===== config.mk =====
export PLATFORM = sky130hd
export DESIGN_NAME = firing_dispatch_fsm
export DESIGN_NICKNAME = d
export VERILOG_FILES = /design/src/rtl/firing_dispatch_fsm.sv
export SDC_FILE = /design/constraint.sdc
export NUM_CORES = 1
export LEC_CHECK = 0
export ABC_AREA = 1
export ABC_CLOCK_PERIOD_IN_PS = 5200
export CORE_MARGIN = 8
export CORE_UTILIZATION = 47
export CTS_CLUSTER_SIZE = 28
export DETAILED_ROUTE_END_ITERATION = 16
export PLACE_DENSITY_LB_ADDON = 0.2
export REMOVE_ABC_BUFFERS = 1
export SKIP_CTS_REPAIR_TIMING = 1
export SYNTH_ARGS = -nofsm -noshare
export SYNTH_HDL_FRONTEND = slang
export SYNTH_SLANG_ARGS = --single-unit

===== constraint.sdc =====
create_clock -name clk -period 5.2 [get_ports clk]
set_clock_uncertainty 0.2 [all_clocks]
set_input_delay 1.3 -clock clk [delete_from_list [all_inputs] [get_ports clk]]
set_output_delay 1.3 -clock clk [all_outputs]
set_load 0.01 [all_outputs]

===== src/rtl/firing_dispatch_fsm.sv =====
// firing_dispatch_fsm: sequences command fetch or one-hot dispatch of a mode FSM,
// forwarding partial/final results and error words into the output FIFO.
module firing_dispatch_fsm #(
  parameter int word_size = 16,
  parameter int NUM_MODES = 4,
  parameter int OP_W = 8,
  parameter logic [NUM_MODES-1:0] NOOUT_MASK = 4'b1000,
  parameter int TMO_W = 16
) (
  input  logic                             clk,
  input  logic                             rst,
  input  logic                             start_fsm,
  input  logic [1:0]                       next_instr,
  input  logic [OP_W-1:0]                  instr,
  output logic                             en_get_command,
  input  logic                             done_get_cmd,
  output logic [NUM_MODES-1:0]             child_start,
  output logic [NUM_MODES-1:0]             child_abort,
  input  logic [NUM_MODES-1:0]             child_done,
  input  logic [NUM_MODES-1:0]             child_partial,
  input  logic [NUM_MODES*2*word_size-1:0] child_result,
  input  logic [NUM_MODES*2*word_size-1:0] child_status,
  input  logic [TMO_W-1:0]                 tmo_limit,
  input  logic                             out_full,
  output logic                             en_wr_output_fifo,
  output logic [2*word_size-1:0]           result,
  output logic [2*word_size-1:0]           status,
  output logic                             done_fsm,
  output logic                             busy,
  output logic [1:0]                       err_code
);
  localparam int RW = 2*word_size;
  localparam int KW = $clog2(NUM_MODES);
  typedef enum logic [3:0] {
    IDLE, CMD_START, CMD_WAIT, CMD_DONE, RUN_START, RUN_WAIT, FINAL_WR, ERR_WR, DONE
  } state_t;
  state_t state, state_n;
  logic [KW-1:0] k;
  logic pend, pend_n, fin_v, err_arm, abort_v;
  logic [RW-1:0] part_res, part_sts, fin_res, fin_sts, k_res, k_sts;
  logic [TMO_W-1:0] cnt, cnt_inc;
  logic [NUM_MODES-1:0] k_oh;
  logic go_setup, go_instr, legal, waiting, tmo_hit, cmd_tmo, run_tmo, dn, pt, wr_state;
  always_comb begin
    k_oh = {{(NUM_MODES-1){1'b0}}, 1'b1} << k;
    k_res = child_result[k*RW +: RW];
    k_sts = child_status[k*RW +: RW];
    go_setup = state == IDLE && start_fsm && next_instr == 2'b00;
    go_instr = state == IDLE && start_fsm && next_instr == 2'b01;
    legal = int'(instr) < NUM_MODES;
    waiting = state == CMD_WAIT || state == RUN_WAIT;
    cnt_inc = cnt + 1'b1;
    tmo_hit = tmo_limit != '0 && cnt_inc == tmo_limit;
    cmd_tmo = state == CMD_WAIT && !done_get_cmd && tmo_hit;
    // a completion in the same cycle as the timeout takes precedence
    run_tmo = state == RUN_WAIT && !fin_v && !child_done[k] && tmo_hit;
    dn = state == RUN_WAIT && !fin_v && child_done[k];
    pt = state == RUN_WAIT && child_partial[k];
    wr_state = state == FINAL_WR || (state == ERR_WR && !err_arm);
    en_wr_output_fifo = (wr_state || pend) && !out_full;
    pend_n = run_tmo ? 1'b0 : (pend && out_full) || (pt && !pend);
  end
  always_comb begin
    state_n = state;
    case (state)
      IDLE:      state_n = go_setup ? CMD_START : go_instr ? (legal ? RUN_START : ERR_WR) : IDLE;
      CMD_START: state_n = CMD_WAIT;
      CMD_WAIT:  state_n = done_get_cmd ? CMD_DONE : cmd_tmo ? ERR_WR : CMD_WAIT;
      CMD_DONE:  state_n = IDLE;
      RUN_START: state_n = RUN_WAIT;
      RUN_WAIT:  state_n = run_tmo ? ERR_WR :
                           ((fin_v || dn) && !pend_n) ? (NOOUT_MASK[k] ? DONE : FINAL_WR) : RUN_WAIT;
      FINAL_WR:  state_n = out_full ? FINAL_WR : DONE;
      ERR_WR:    state_n = (!err_arm && !out_full) ? DONE : ERR_WR;
      DONE:      state_n = IDLE;
      default:   state_n = IDLE;
    endcase
  end
  always_comb begin
    busy = state != IDLE;
    en_get_command = state == CMD_START;
    done_fsm = state == CMD_DONE || state == DONE;
    child_start = state == RUN_START ? k_oh : '0;
    child_abort = abort_v ? k_oh : '0;
    result = state == ERR_WR ? '0 : state == FINAL_WR ? fin_res : pend ? part_res : '0;
    status = state == ERR_WR ? {1'b1, {(RW-3){1'b0}}, err_code} :
             state == FINAL_WR ? fin_sts : pend ? part_sts : '0;
  end
  // ERR_WR spends its first cycle on the abort pulse before writing the error word
  always_ff @(posedge clk) begin
    if (rst) begin
      state <= IDLE;
      k <= '0;
      pend <= 1'b0;
      fin_v <= 1'b0;
      err_arm <= 1'b0;
      abort_v <= 1'b0;
      part_res <= '0;
      part_sts <= '0;
      fin_res <= '0;
      fin_sts <= '0;
      cnt <= '0;
      err_code <= 2'd0;
    end else begin
      state <= state_n;
      pend <= pend_n;
      fin_v <= state == RUN_WAIT && (fin_v || dn);
      err_arm <= state_n == ERR_WR && state != ERR_WR;
      abort_v <= run_tmo;
      cnt <= waiting ? cnt_inc : '0;
      if (go_instr) k <= instr[KW-1:0];
      if (pt && !pend) begin
        part_res <= k_res;
        part_sts <= k_sts;
      end
      if (dn) begin
        fin_res <= k_res;
        fin_sts <= k_sts;
      end
      if (go_setup || go_instr) err_code <= (go_instr && !legal) ? 2'd1 : 2'd0;
      else if (cmd_tmo || run_tmo) err_code <= 2'd2;
      else if (pt && pend) err_code <= 2'd3;
    end
  end
endmodule


==> results.md <==
* Yosys reg bits at 156
* Detailed placer's ending HPWL at 25.23 mm
* Ports at 373
* Worst-path fanout max at 28
* Die X at 153.9 um
* CP top delay family: buffers and inverters
* Clock slew at reported path FFs at 60 ps
* Status: finished, final reports clean
* CP Depth at 8
* Setup CP Type: reg -> out
* Post-synthesis cell area at 8939 um^2
* Post-route clock period utilization at 84.99%
* Met3 GRT Util at 7.427%
* Grt met2 use at 50.79%
* Initial Util at 47.79%
* Peak VDD IR at 0.2344 mV
* GR peak layer: met2
* Worst setup EP type: primary output
* FP Rows at 50
* CTS root buffer: clkbuf_16
* Gr ovfl total at 0
* Crit-path max cell delay at 600 ps
* Num CTS Buffers at 17
* Number of remaining DRC errors at 0
* FMAX at 226.3 MHz
* LEAKAGE at 4.658 nW
* Setup TNS at 0 ps
* Clk Latency, worst-skew pair at 420 ps
* Final worst slack at 780.7 ps
* Largest cells by area after synthesis: dfxtp_1, nand3_1, nand2_1
* Area of placed instances at 12700 um^2
* Die height at 153.9 um
* CP cell instances: inv_1 > nor2_1 > nand2_2 > inv_2 > buf_4 > nand2_1 > a21oi_1 > clkdlybuf4s50_1
* Number of buffers and inverters on the critical path at 4
* Global Route Usage Sum at 28.99%
* Top cell type's share of synthesized area at 34.94%
* Final Hold Vio Count at 0
* Layout cells sized above 1 at 4.632%
* Die Area at 23690 um^2
* Startpoint types: flop
* Vias after detailed routing at 11160
* RSZ-0062 raised after global routing: false
* R2R cell count at 8
* Initial antenna violation count at 0
* Port buffer count at 372
* Final Setup Violations at 0
* WL/cell at 18.23 um
* First-pass GRT wire length at 56.17 mm
* Data required, critical path at 3700 ps
* Global Route met1 Usage at 33.58%
* Worst hold path class: reg -> reg
* Crit path DAT at 2920 ps
* Core area at 18710 um^2
* RR Endpoint: part_res[14]$_SDFFE_PP0P_
* Pin count of the biggest net entering global routing at 72
* Post-synth cell types at 34
* RePlAce Congestion at 0.9027
* Clk buf depth at 2
* ANT cells at 0
* DR pass1 iterations at 5
* Pwr per Cell Area at 227.2 nW/um^2
* Area leader, netlist: dfxtp_1
* CP Capture Point: result[2]
* Synth warn at 0
* Avg Inst Size Synth at 6.295 um^2
* Final min period at 4419 ps
* MaxCap Viol Count at 0
* Reg2reg setup slack at 1890 ps
* H-tree depth at 4
* Clock sinks at 156
* Vias per cell at 5.693
* Reg-to-Reg Start: k[1]$_SDFFE_PP0P_
* Worst setup path start: state[1]$_SDFF_PP0_
* Starting DRT DRC Count at 899
* Tightest Pin Transition at 1254 ps
* Post-place setup slack at 862.0 ps
* Final wirelength at 35.74 mm
* Final Net Count at 2013
* Number of global-route vias before repair at 10870
* Slew margin rel. at 15.83%
* Cells after Synth at 1420
* Post-route cell area at 13250 um^2
* Area growth, synth to finish at 48.25%
* Slowest library cell on the worst path: clkdlybuf4s50_1
* Max Transition Viols Final at 0
* Sequential area share after synthesis at 34.94%
* Post-route ant nets at 0
* CTS tree: yes
[synthesized netlist by cell type, drive strengths merged]
| cell type | count |
|---|---|
| or3 | 1 |
| o31ai | 2 |
| nand3b | 5 |
| nand4 | 11 |
| buf | 24 |
| nor4 | 1 |
| a22oi | 65 |
| a2111oi | 1 |
| dfxtp | 156 |
| xnor2 | 1 |
| a21o | 1 |
| a211oi | 1 |
| nor2 | 198 |
| nand2 | 293 |
| o21a | 1 |
| clkinv | 1 |
| nor3 | 5 |
| a21oi | 142 |
| ha | 1 |
| a31oi | 1 |
| xor2 | 1 |
| clkbuf | 89 |
| inv | 53 |
| nand3 | 282 |
| o21bai | 1 |
| o21ai | 83 |
[report_power, final]
group | switching [mW] | internal [mW]
clock | 0.471 | 0.720
sequential | 0.0195 | 1.21
combinational | 0.281 | 0.306
[worst reg2reg max path, stage by stage (launching register included)]
cell and delay (ps):
dfxtp_2 790, nor2_4 70, buf_4 380, a22oi_1 370, a31oi_4 130, nand2_2 520
buf_4 500, nand2_1 110, a21oi_1 150
[per-stage QoR]
step / hold WS [ps] / util [%] / cells / power (mW)
3_3_place_gp: 237.1 / 67.87 / 1932 / 1.832
2_1_floorplan: 226.6 / - / 1307 / 1.491
3_5_place_dp: 251.5 / 67.87 / 1932 / 1.842
5_1_grt: 274.1 / 70.84 / 1961 / 3.122
4_1_cts: 260.5 / 70.84 / 1961 / 3.014
6_report: 257.2 / 70.84 / 1961 / 3.010
[worst min-delay path by stage]
stage	start	end	depth (start not counted)
after detailed placement	part_sts[31]$_SDFFE_PP0P_	part_sts[31]$_SDFFE_PP0P_	2
after floorplan	part_sts[0]$_SDFFE_PP0P_	part_sts[0]$_SDFFE_PP0P_	2
after CTS	part_sts[31]$_SDFFE_PP0P_	part_sts[31]$_SDFFE_PP0P_	2
final	part_sts[31]$_SDFFE_PP0P_	part_sts[31]$_SDFFE_PP0P_	2
after global routing	part_res[22]$_SDFFE_PP0P_	part_res[22]$_SDFFE_PP0P_	2
after global placement	part_sts[0]$_SDFFE_PP0P_	part_sts[0]$_SDFFE_PP0P_	2
[cell families after synthesis]
logic type	count (synthesis)	synth area share, %
buf+inv	167	7.181
compound gates	298	19.02
fa+ha+maj	1	0.1400
simple gates	796	38.52
flops	156	34.94
xor+xnor	2	0.1960
[flip-flops by register name (all words and copies together) (netlist names)]
signal,count
fin_sts,32
err_code,2
abort_v,1
pend,1
err_arm,1
k,2
cnt,16
part_sts,32
fin_v,1
state,4
part_res,32
fin_res,32
[cell type report]
type,count,area (um^2)
Timing Repair Buffer,391,3874
Multi-Input combinational cell,1097,5201
Inverter,54,202.7
Clock inverter,8,95.09
Sequential cell,156,3126
Fill cell,1635,5454
Tap cell,234,292.8
Clock buffer,21,460.4
[cell usage in the layout (no fill, tap or decap), types with 2 or more instances in the layout]
cell and n:
nor2_2 9, clkbuf_8 2, bufinv_16 2, clkinv_2 4, o31ai_1 2, nor2_4 3, nand3b_1 5, dfxtp_1 154
a21oi_1 142, nand2_1 289, clkbuf_16 17, clkbuf_1 2, a22oi_1 65, inv_2 9, o21ai_2 2, dfxtp_2 2
buf_4 18, nor3_1 4, nor2_1 186, nand3_1 282, o21ai_0 80, nand4_1 10, inv_1 45, nand2_2 4
clkdlybuf4s50_1 371, clkinvlp_4 2
[layer usage]
| metal | vias up | part of all wire, % |
|---|---|---|
| met3 | 60 | 8.7 |
| met4 | 0 | 2.7 |
| li1 | 5409 | - |
| met5 | - | 0 |
| met2 | 519 | 50 |
| met1 | 5175 | 38 |
Note: power is estimated with default switching activity, not from simulation.
